==> src/rtl/bp_cfg_loader_seq_if.sv <==
// Config-write channel plus microcode ROM read port between bp_cfg_loader_seq and the tile config bus.
// The master modport is the loader side; the slave modport is the bus/ROM side.
interface bp_cfg_loader_seq_if #(
   parameter int num_core_p        = 1,
   parameter int cce_pc_width_p    = 8,
   parameter int cce_instr_width_p = 48,
   parameter int cfg_addr_width_p  = 16,
   parameter int cfg_data_width_p  = 64
);
   localparam int core_width_lp = (num_core_p > 1) ? $clog2(num_core_p) : 1;

   logic                          cfg_v_o;
   logic                          cfg_ready_i;
   logic [core_width_lp-1:0]      cfg_core_o;
   logic [cfg_addr_width_p-1:0]   cfg_addr_o;
   logic [cfg_data_width_p-1:0]   cfg_data_o;
   logic                          ucode_r_v_o;
   logic [cce_pc_width_p-1:0]     ucode_addr_o;
   logic [cce_instr_width_p-1:0]  ucode_data_i;

   modport master (
      output cfg_v_o, cfg_core_o, cfg_addr_o, cfg_data_o, ucode_r_v_o, ucode_addr_o,
      input  cfg_ready_i, ucode_data_i
   );

   modport slave (
      input  cfg_v_o, cfg_core_o, cfg_addr_o, cfg_data_o, ucode_r_v_o, ucode_addr_o,
      output cfg_ready_i, ucode_data_i
   );
endinterface

==> src/rtl/bp_cfg_loader_seq.sv <==
// Post-reset configuration sequencer: freezes, identifies and loads CCE microcode into every core, then unfreezes all.
// Build option BP_CFG_LOADER_SKIP_UCODE_EN skips the microcode load and programs uncached CCE mode instead.
module bp_cfg_loader_seq #(
   parameter int num_core_p        = 1,
   parameter int cce_pc_width_p    = 8,
   parameter int ucode_els_p       = 256,
   parameter int cce_instr_width_p = 48,
   parameter int cfg_addr_width_p  = 16,
   parameter int cfg_data_width_p  = 64
) (
   input  logic                 clk_i,
   input  logic                 reset_i,
   bp_cfg_loader_seq_if.master  cfg_if,
   output logic                 done_o
);
   localparam int core_width_lp = (num_core_p > 1) ? $clog2(num_core_p) : 1;
   // One extra bit so a full-depth ROM load never wraps the entry counter.
   localparam int ucnt_width_lp = cce_pc_width_p + 1;

   localparam logic [core_width_lp-1:0]    core_last_lp  = core_width_lp'(num_core_p - 1);
   localparam logic [ucnt_width_lp-1:0]    ucode_last_lp = ucnt_width_lp'(ucode_els_p - 1);
   localparam logic [core_width_lp-1:0]    core_one_lp   = core_width_lp'(1);
   localparam logic [ucnt_width_lp-1:0]    ucnt_one_lp   = ucnt_width_lp'(1);

   localparam logic [cfg_addr_width_p-1:0] addr_freeze_lp = cfg_addr_width_p'(16'h0001);
   localparam logic [cfg_addr_width_p-1:0] addr_core_id_lp = cfg_addr_width_p'(16'h0002);
   localparam logic [cfg_addr_width_p-1:0] addr_mode_lp   = cfg_addr_width_p'(16'h0004);
   localparam logic [cfg_addr_width_p-1:0] addr_ucode_lp  = cfg_addr_width_p'(16'h8000);

   localparam logic [cfg_data_width_p-1:0] data_one_lp  = cfg_data_width_p'(1'b1);
   localparam logic [cfg_data_width_p-1:0] data_zero_lp = cfg_data_width_p'(1'b0);
`ifdef BP_CFG_LOADER_SKIP_UCODE_EN
   localparam logic [cfg_data_width_p-1:0] mode_data_lp = cfg_data_width_p'(1'b0);
`else
   localparam logic [cfg_data_width_p-1:0] mode_data_lp = cfg_data_width_p'(1'b1);
`endif

   typedef enum logic [2:0] {
      S_RESET    = 3'd0,
      S_FREEZE   = 3'd1,
      S_CORE_ID  = 3'd2,
      S_UCODE_RD = 3'd3,
      S_UCODE_WR = 3'd4,
      S_MODE     = 3'd5,
      S_UNFREEZE = 3'd6,
      S_DONE     = 3'd7
   } state_e;

   state_e                        state_q, state_d;
   logic [core_width_lp-1:0]      core_q, core_d;
   logic [ucnt_width_lp-1:0]      ucnt_q, ucnt_d;
   logic                          first_q, first_d;

   logic                          cfg_v_q, cfg_v_d;
   logic [core_width_lp-1:0]      cfg_core_q, cfg_core_d;
   logic [cfg_addr_width_p-1:0]   cfg_addr_q, cfg_addr_d;
   logic [cfg_data_width_p-1:0]   cfg_data_q, cfg_data_d;
   logic                          ucode_r_v_q, ucode_r_v_d;
   logic [cce_pc_width_p-1:0]     ucode_addr_q, ucode_addr_d;
   logic                          done_q, done_d;

   logic                          hs_s;
   logic [cfg_data_width_p-1:0]   rom_word_s;

   assign hs_s       = cfg_v_q & cfg_if.cfg_ready_i;
   assign rom_word_s = cfg_data_width_p'(cfg_if.ucode_data_i);

   // Next-state and counter update; counters are compared against their last value before incrementing.
   always_comb begin
      state_d = state_q;
      core_d  = core_q;
      ucnt_d  = ucnt_q;
      first_d = 1'b0;
      case (state_q)
         S_RESET: begin
            state_d = S_FREEZE;
         end
         S_FREEZE: begin
            if (hs_s) begin
               state_d = S_CORE_ID;
            end else begin
               state_d = S_FREEZE;
            end
         end
         S_CORE_ID: begin
            if (hs_s) begin
`ifdef BP_CFG_LOADER_SKIP_UCODE_EN
               state_d = S_MODE;
`else
               state_d = S_UCODE_RD;
`endif
            end else begin
               state_d = S_CORE_ID;
            end
         end
         S_UCODE_RD: begin
            state_d = S_UCODE_WR;
            first_d = 1'b1;
         end
         S_UCODE_WR: begin
            if (hs_s) begin
               if (ucnt_q == ucode_last_lp) begin
                  ucnt_d  = '0;
                  state_d = S_MODE;
               end else begin
                  ucnt_d  = ucnt_q + ucnt_one_lp;
                  state_d = S_UCODE_RD;
               end
            end else begin
               state_d = S_UCODE_WR;
            end
         end
         S_MODE: begin
            if (hs_s) begin
               if (core_q == core_last_lp) begin
                  core_d  = '0;
                  state_d = S_UNFREEZE;
               end else begin
                  core_d  = core_q + core_one_lp;
                  state_d = S_FREEZE;
               end
            end else begin
               state_d = S_MODE;
            end
         end
         S_UNFREEZE: begin
            if (hs_s) begin
               if (core_q == core_last_lp) begin
                  state_d = S_DONE;
               end else begin
                  core_d  = core_q + core_one_lp;
                  state_d = S_UNFREEZE;
               end
            end else begin
               state_d = S_UNFREEZE;
            end
         end
         S_DONE: begin
            state_d = S_DONE;
         end
         default: begin
            state_d = S_RESET;
         end
      endcase
   end

   // Output decode from the upcoming state so every bus output leaves a flop and holds steady through a stall.
   always_comb begin
      cfg_v_d      = 1'b0;
      cfg_core_d   = '0;
      cfg_addr_d   = '0;
      cfg_data_d   = '0;
      ucode_r_v_d  = 1'b0;
      ucode_addr_d = '0;
      done_d       = 1'b0;
      case (state_d)
         S_FREEZE: begin
            cfg_v_d    = 1'b1;
            cfg_core_d = core_d;
            cfg_addr_d = addr_freeze_lp;
            cfg_data_d = data_one_lp;
         end
         S_CORE_ID: begin
            cfg_v_d    = 1'b1;
            cfg_core_d = core_d;
            cfg_addr_d = addr_core_id_lp;
            cfg_data_d = cfg_data_width_p'(core_d);
         end
         S_UCODE_RD: begin
`ifdef BP_CFG_LOADER_SKIP_UCODE_EN
            ucode_r_v_d  = 1'b0;
`else
            ucode_r_v_d  = 1'b1;
`endif
            ucode_addr_d = ucnt_d[cce_pc_width_p-1:0];
         end
         S_UCODE_WR: begin
            cfg_v_d    = 1'b1;
            cfg_core_d = core_d;
            cfg_addr_d = addr_ucode_lp + cfg_addr_width_p'(ucnt_d);
            // ROM word is passed straight through on the first cycle and latched here if the write stalls.
            if (state_q != S_UCODE_WR) begin
               cfg_data_d = data_zero_lp;
            end else if (first_q) begin
               cfg_data_d = rom_word_s;
            end else begin
               cfg_data_d = cfg_data_q;
            end
         end
         S_MODE: begin
            cfg_v_d    = 1'b1;
            cfg_core_d = core_d;
            cfg_addr_d = addr_mode_lp;
            cfg_data_d = mode_data_lp;
         end
         S_UNFREEZE: begin
            cfg_v_d    = 1'b1;
            cfg_core_d = core_d;
            cfg_addr_d = addr_freeze_lp;
            cfg_data_d = data_zero_lp;
         end
         S_DONE: begin
            done_d = 1'b1;
         end
         S_RESET: begin
            done_d = 1'b0;
         end
         default: begin
            done_d = 1'b0;
         end
      endcase
   end

   // State, counters and registered outputs; reset abandons any in-flight write.
   always_ff @(posedge clk_i) begin
      if (reset_i) begin
         state_q      <= S_RESET;
         core_q       <= '0;
         ucnt_q       <= '0;
         first_q      <= 1'b0;
         cfg_v_q      <= 1'b0;
         cfg_core_q   <= '0;
         cfg_addr_q   <= '0;
         cfg_data_q   <= '0;
         ucode_r_v_q  <= 1'b0;
         ucode_addr_q <= '0;
         done_q       <= 1'b0;
      end else begin
         state_q      <= state_d;
         core_q       <= core_d;
         ucnt_q       <= ucnt_d;
         first_q      <= first_d;
         cfg_v_q      <= cfg_v_d;
         cfg_core_q   <= cfg_core_d;
         cfg_addr_q   <= cfg_addr_d;
         cfg_data_q   <= cfg_data_d;
         ucode_r_v_q  <= ucode_r_v_d;
         ucode_addr_q <= ucode_addr_d;
         done_q       <= done_d;
      end
   end

   assign cfg_if.cfg_v_o      = cfg_v_q;
   assign cfg_if.cfg_core_o   = cfg_core_q;
   assign cfg_if.cfg_addr_o   = cfg_addr_q;
   assign cfg_if.cfg_data_o   = first_q ? rom_word_s : cfg_data_q;
   assign cfg_if.ucode_r_v_o  = ucode_r_v_q;
   assign cfg_if.ucode_addr_o = ucode_addr_q;
   assign done_o              = done_q;
endmodule

==> src/flat_wrapper.sv <==
// flat-port wrapper written by rule: the top's interface ports become plain ports
module bp_cfg_loader_seq_flat 
#(
   parameter int num_core_p        = 1,
   parameter int cce_pc_width_p    = 8,
   parameter int ucode_els_p       = 256,
   parameter int cce_instr_width_p = 48,
   parameter int cfg_addr_width_p  = 16,
   parameter int cfg_data_width_p  = 64
)
  (clk_i, reset_i, done_o, cfg_if_cfg_v_o, cfg_if_cfg_core_o, cfg_if_cfg_addr_o, cfg_if_cfg_data_o, cfg_if_ucode_r_v_o, cfg_if_ucode_addr_o, cfg_if_cfg_ready_i, cfg_if_ucode_data_i);
  bp_cfg_loader_seq_if #(.num_core_p(num_core_p), .cce_pc_width_p(cce_pc_width_p), .cce_instr_width_p(cce_instr_width_p), .cfg_addr_width_p(cfg_addr_width_p), .cfg_data_width_p(cfg_data_width_p)) cfg_if_i ();
  input  logic clk_i;
  input  logic reset_i;
  output logic done_o;
  output wire logic [$bits(cfg_if_i.cfg_v_o)-1:0] cfg_if_cfg_v_o;
  output wire logic [$bits(cfg_if_i.cfg_core_o)-1:0] cfg_if_cfg_core_o;
  output wire logic [$bits(cfg_if_i.cfg_addr_o)-1:0] cfg_if_cfg_addr_o;
  output wire logic [$bits(cfg_if_i.cfg_data_o)-1:0] cfg_if_cfg_data_o;
  output wire logic [$bits(cfg_if_i.ucode_r_v_o)-1:0] cfg_if_ucode_r_v_o;
  output wire logic [$bits(cfg_if_i.ucode_addr_o)-1:0] cfg_if_ucode_addr_o;
  input wire logic [$bits(cfg_if_i.cfg_ready_i)-1:0] cfg_if_cfg_ready_i;
  input wire logic [$bits(cfg_if_i.ucode_data_i)-1:0] cfg_if_ucode_data_i;
  assign cfg_if_cfg_v_o = cfg_if_i.cfg_v_o;
  assign cfg_if_cfg_core_o = cfg_if_i.cfg_core_o;
  assign cfg_if_cfg_addr_o = cfg_if_i.cfg_addr_o;
  assign cfg_if_cfg_data_o = cfg_if_i.cfg_data_o;
  assign cfg_if_ucode_r_v_o = cfg_if_i.ucode_r_v_o;
  assign cfg_if_ucode_addr_o = cfg_if_i.ucode_addr_o;
  assign cfg_if_i.cfg_ready_i = cfg_if_cfg_ready_i;
  assign cfg_if_i.ucode_data_i = cfg_if_ucode_data_i;
  bp_cfg_loader_seq #(.num_core_p(num_core_p), .cce_pc_width_p(cce_pc_width_p), .ucode_els_p(ucode_els_p), .cce_instr_width_p(cce_instr_width_p), .cfg_addr_width_p(cfg_addr_width_p), .cfg_data_width_p(cfg_data_width_p)) u_core (.clk_i(clk_i), .reset_i(reset_i), .cfg_if(cfg_if_i), .done_o(done_o));
endmodule
==> config.mk <==
export PLATFORM = sky130hd
export DESIGN_NAME = bp_cfg_loader_seq_flat
export DESIGN_NICKNAME = d
export VERILOG_FILES = /design/src/rtl/bp_cfg_loader_seq_if.sv /design/src/rtl/bp_cfg_loader_seq.sv /design/src/flat_wrapper.sv
export SDC_FILE = /design/constraint.sdc
export NUM_CORES = 1
export LEC_CHECK = 0
export ABC_CLOCK_PERIOD_IN_PS = 3400
export BUFFER_PORTS_ARGS = -buffer_cell sky130_fd_sc_hd__buf_2
export CAP_MARGIN = 20
export CORE_MARGIN = 2
export CORE_UTILIZATION = 42
export DETAILED_ROUTE_END_ITERATION = 8
export HOLD_SLACK_MARGIN = 0.15
export PLACE_DENSITY = 0.78
export SLEW_MARGIN = 20
export SYNTH_ARGS = -nofsm -noshare
export SYNTH_HDL_FRONTEND = slang
export SYNTH_SLANG_ARGS = --single-unit
==> constraint.sdc <==
create_clock -name clk_i -period 3.4 [get_ports clk_i]
set_input_delay 0.68 -clock clk_i [delete_from_list [all_inputs] [get_ports clk_i]]
set_output_delay 0.68 -clock clk_i [all_outputs]
set_load 0.005 [all_outputs]
==> summary.txt <==
Layout
  • FF+latch area: 2000 sq um
  • Fill cells: 844
  • Core Util, Final: 0.532
  • Layout cells sized above 1: 0.424
  • Inserted Diodes: 0
  • Area delta synth->final: 23.7%
  • Multi-input gate area: approximately 1800 sq um
  • Final nets: 556

Yosys
  • Top-count cell post-synth: dfxtp_1
  • Ys flop type: dfxtp_1
  • Post-Syn Area: 3960 sq um
  • Sequential element share of the synthesized area: 0.506
  • Area share of the largest cell type after synthesis: 0.506
  • Area leader, netlist: dfxtp_1
  • Unique masters post-synth: 48
  • Synth top cells by count: dfxtp_1 (100), nor2b_1 (64), mux2_2 (48)
  • FFs w/ async S/R, synth: 0
  • Post-synth EDFFs: 0
  • Area contributors post-synth: dfxtp_1 (51%), mux2_2 (14%), nor2b_1 (10%), and3_1 (3.3%), ha_1 (1.6%)
  • Mean Syn Cell Area: 10.7 sq um
  • Synthesis Warnings: 0
  • Synth Register Bits: 100
  • Syn Inst Count: 371

Routing
  • Via count: about 3100
  • First-pass DRT Iterations: 4
  • Wire per inst: 13.9 um
  • Final ANT Viol Nets: 0
  • Final wirelength: roughly 8600 um
  • DRC: 0
  • Vias per cell: 4.97
  • Starting DRT DRC Count: 90

Critical path
  • Setup crit start: u_core.state_q[2]$_SDFF_PP0_
  • Critical Path RT: 3.62 ns
  • Worst-path maximum fanout: 48
  • Crit path kind: flop to flop
  • Worst Setup End Kind: flop
  • Crit path launch type: flop
  • Worst r2r path cells: 10
  • RR Startpoint: u_core.state_q[2]$_SDFF_PP0_
  • Crit path DAT: 3.04 ns

Floorplanning
  • I/O pin count: 143
  • Area of the core: around 9200 sq um
  • Initial Util: 0.430
  • Full die area: 10200 sq um
  • Die Width: 101 um
  • Die Ht: 101 um
  • Rows: 35

Outcome
  • Status: complete, no violations

Placed design
  • GPL Wtd Cong: 0.856
  • Hpwl dp: 6170 um
  • Setup Slack @ Placement: 0.514 ns
  • IO buf count: 136

Hold path
  • Hold depth: 2
  • Min-delay worst type: flop to flop
  • Hold wc startpoint: u_core.ucnt_q[8]$_SDFF_PP0_

Timing
  • Final Worst Setup Slack: 0.584 ns
  • FMAX: 355 MHz
  • Final Hold Viols: 0
  • Final max-slew violation count: 0
  • RSZ-0062 raised after global routing: false
  • Max-slew headroom: 0.567
  • Endpoints failing setup: 0
  • Worst Skew: 0.0126 ns
  • Post-route clock period utilization: 0.828
  • Fin crit period: 2.82 ns
  • Setup_tns: 0 ns
  • Worst-Margin Slew: 0.633 ns

Flow run
  • Max-cap violations: 0

Clock network
  • Clk_lat worst skew: 0.35 ns
  • H-tree depth: 3
  • CTS Root Cell: clkbuf_8
  • Post-cts sizing count: 0
  • CTS Hold Bufs: 0
  • Post-CTS Setup Repair Bufs: 0
  • CTS clk-pin slew, worst paths: 0.10 ns
  • CTS tree: yes
  • Cts bufs inserted: 9
  • Clock tree buffer depth: 2
  • Clock Sinks: 100

Power
  • Worst VDD drop: 0.000260 V
  • Final Total Pwr: 2.09 mW
  • Power Density: 428 nW/um^2
  • Pleak: 2.35 nW

Global routing
  • Antenna violations before repair: 0
  • GRT Total Usage: 0.159
  • Congestion Overflow GR: 0
  • Largest net degree at the start of global routing: 49
  • GR Util met2: 0.266
  • Met3 Usage GRT: 0.0430
  • GR peak layer: met2
  • Number of global-route vias before repair: roughly 2800
  • Met1 usage: 0.204
  • First-pass GRT wire length: between 10000 and 15000 um
## per-layer routing
layer,vias up,share of wire
met5,-,0
met4,0,0.012
met3,12,0.059
met2,102,0.47
met1,1436,0.46
li1,1513,-
## cells in the final DEF (no fill, tap or decap), drive strengths merged, types with 2 or more instances in the layout
master / count
o311a: 2
o21ai: 5
nand3: 6
a21oi: 7
inv: 12
o21a: 3
a31oi: 2
o31ai: 2
conb: 6
and2: 5
a21o: 2
nor3: 9
clkbuf: 11
and3: 21
nor2b: 64
a211oi: 6
nand2: 11
and4: 4
ha: 5
nor2: 11
dfxtp: 100
mux2i: 3
mux2: 48
buf: 142
## per-stage QoR
step | cells | area, sq um | hold WS [ns]
floorplan | 376 | 3970 | 0.416
global placement | 600 | 4690 | 0.437
detailed placement | 600 | 4690 | 0.449
CTS | 616 | 4890 | 0.463
global route | 616 | 4890 | 0.476
finish | 616 | 4890 | 0.462
## worst paths after layout
| check | end | slack (ns) |
|---|---|---|
| hold reg to reg | u_core.ucnt_q[8]$_SDFF_PP0_ | 0.46 |
| setup / recovery | u_core.cfg_data_q[0]$_SDFF_PP0_ | 0.58 |
| setup reg to reg | u_core.cfg_data_q[0]$_SDFF_PP0_ | 0.58 |
| hold / removal | u_core.ucnt_q[8]$_SDFF_PP0_ | 0.46 |
## report_power, final
| part | switching, mW | internal, mW | total (mW) |
|---|---|---|---|
| sequential | 0.0134 | 1.18 | 1.20 |
| combinational | 0.0821 | 0.0668 | 0.149 |
| clock | 0.424 | 0.325 | 0.749 |
| total | 0.520 | 1.57 | 2.09 |
## cells by family after synthesis
family | Yosys count | share of synthesized area
and+or+nand+nor | 138 | 0.209
DFF | 100 | 0.506
muxes | 51 | 0.144
AOI/OAI and AO/OA | 38 | 0.0705
buffers and inverters | 36 | 0.0487
adders and majority gates | 5 | 0.0158
xor gates and xnor gates | 2 | 0.00443
other | 1 | 0.000948
## critical path, cell delays in order, from the launching register on
cell,delay [ns]
dfxtp_1,0.45
or3b_1,0.54
a211oi_1,0.41
o21bai_1,0.25
inv_1,0.11
ha_1,0.24
inv_1,0.15
nor3_4,0.07
nand3_2,0.10
buf_12,0.23
o221ai_1,0.13
## final cells by class
| class | count | area share |
|---|---|---|
| flip-flops and latches | 100 | 0.410 |
| clock inverters | 5 | 0.00998 |
| multi-input cells | 240 | 0.365 |
| clock buffers | 11 | 0.0310 |
| inverters | 7 | 0.00537 |
| repair buffers | 142 | 0.151 |
| well taps | 111 | 0.0284 |
## state kept, by name, indices dropped and copies added (netlist names)
name and cells:
u_core.ucnt_q 9, u_core.cfg_if.cfg_v_o 1, u_core.cfg_data_q 64, u_core.done_o 1
u_core.cfg_if.cfg_core_o 1, u_core.first_q 1, u_core.cfg_if.ucode_r_v_o 1, u_core.cfg_if.ucode_addr_o 8
u_core.cfg_if.cfg_addr_o 10, u_core.core_q 1, u_core.state_q 3
Note: power is estimated with default switching activity, not from simulation.
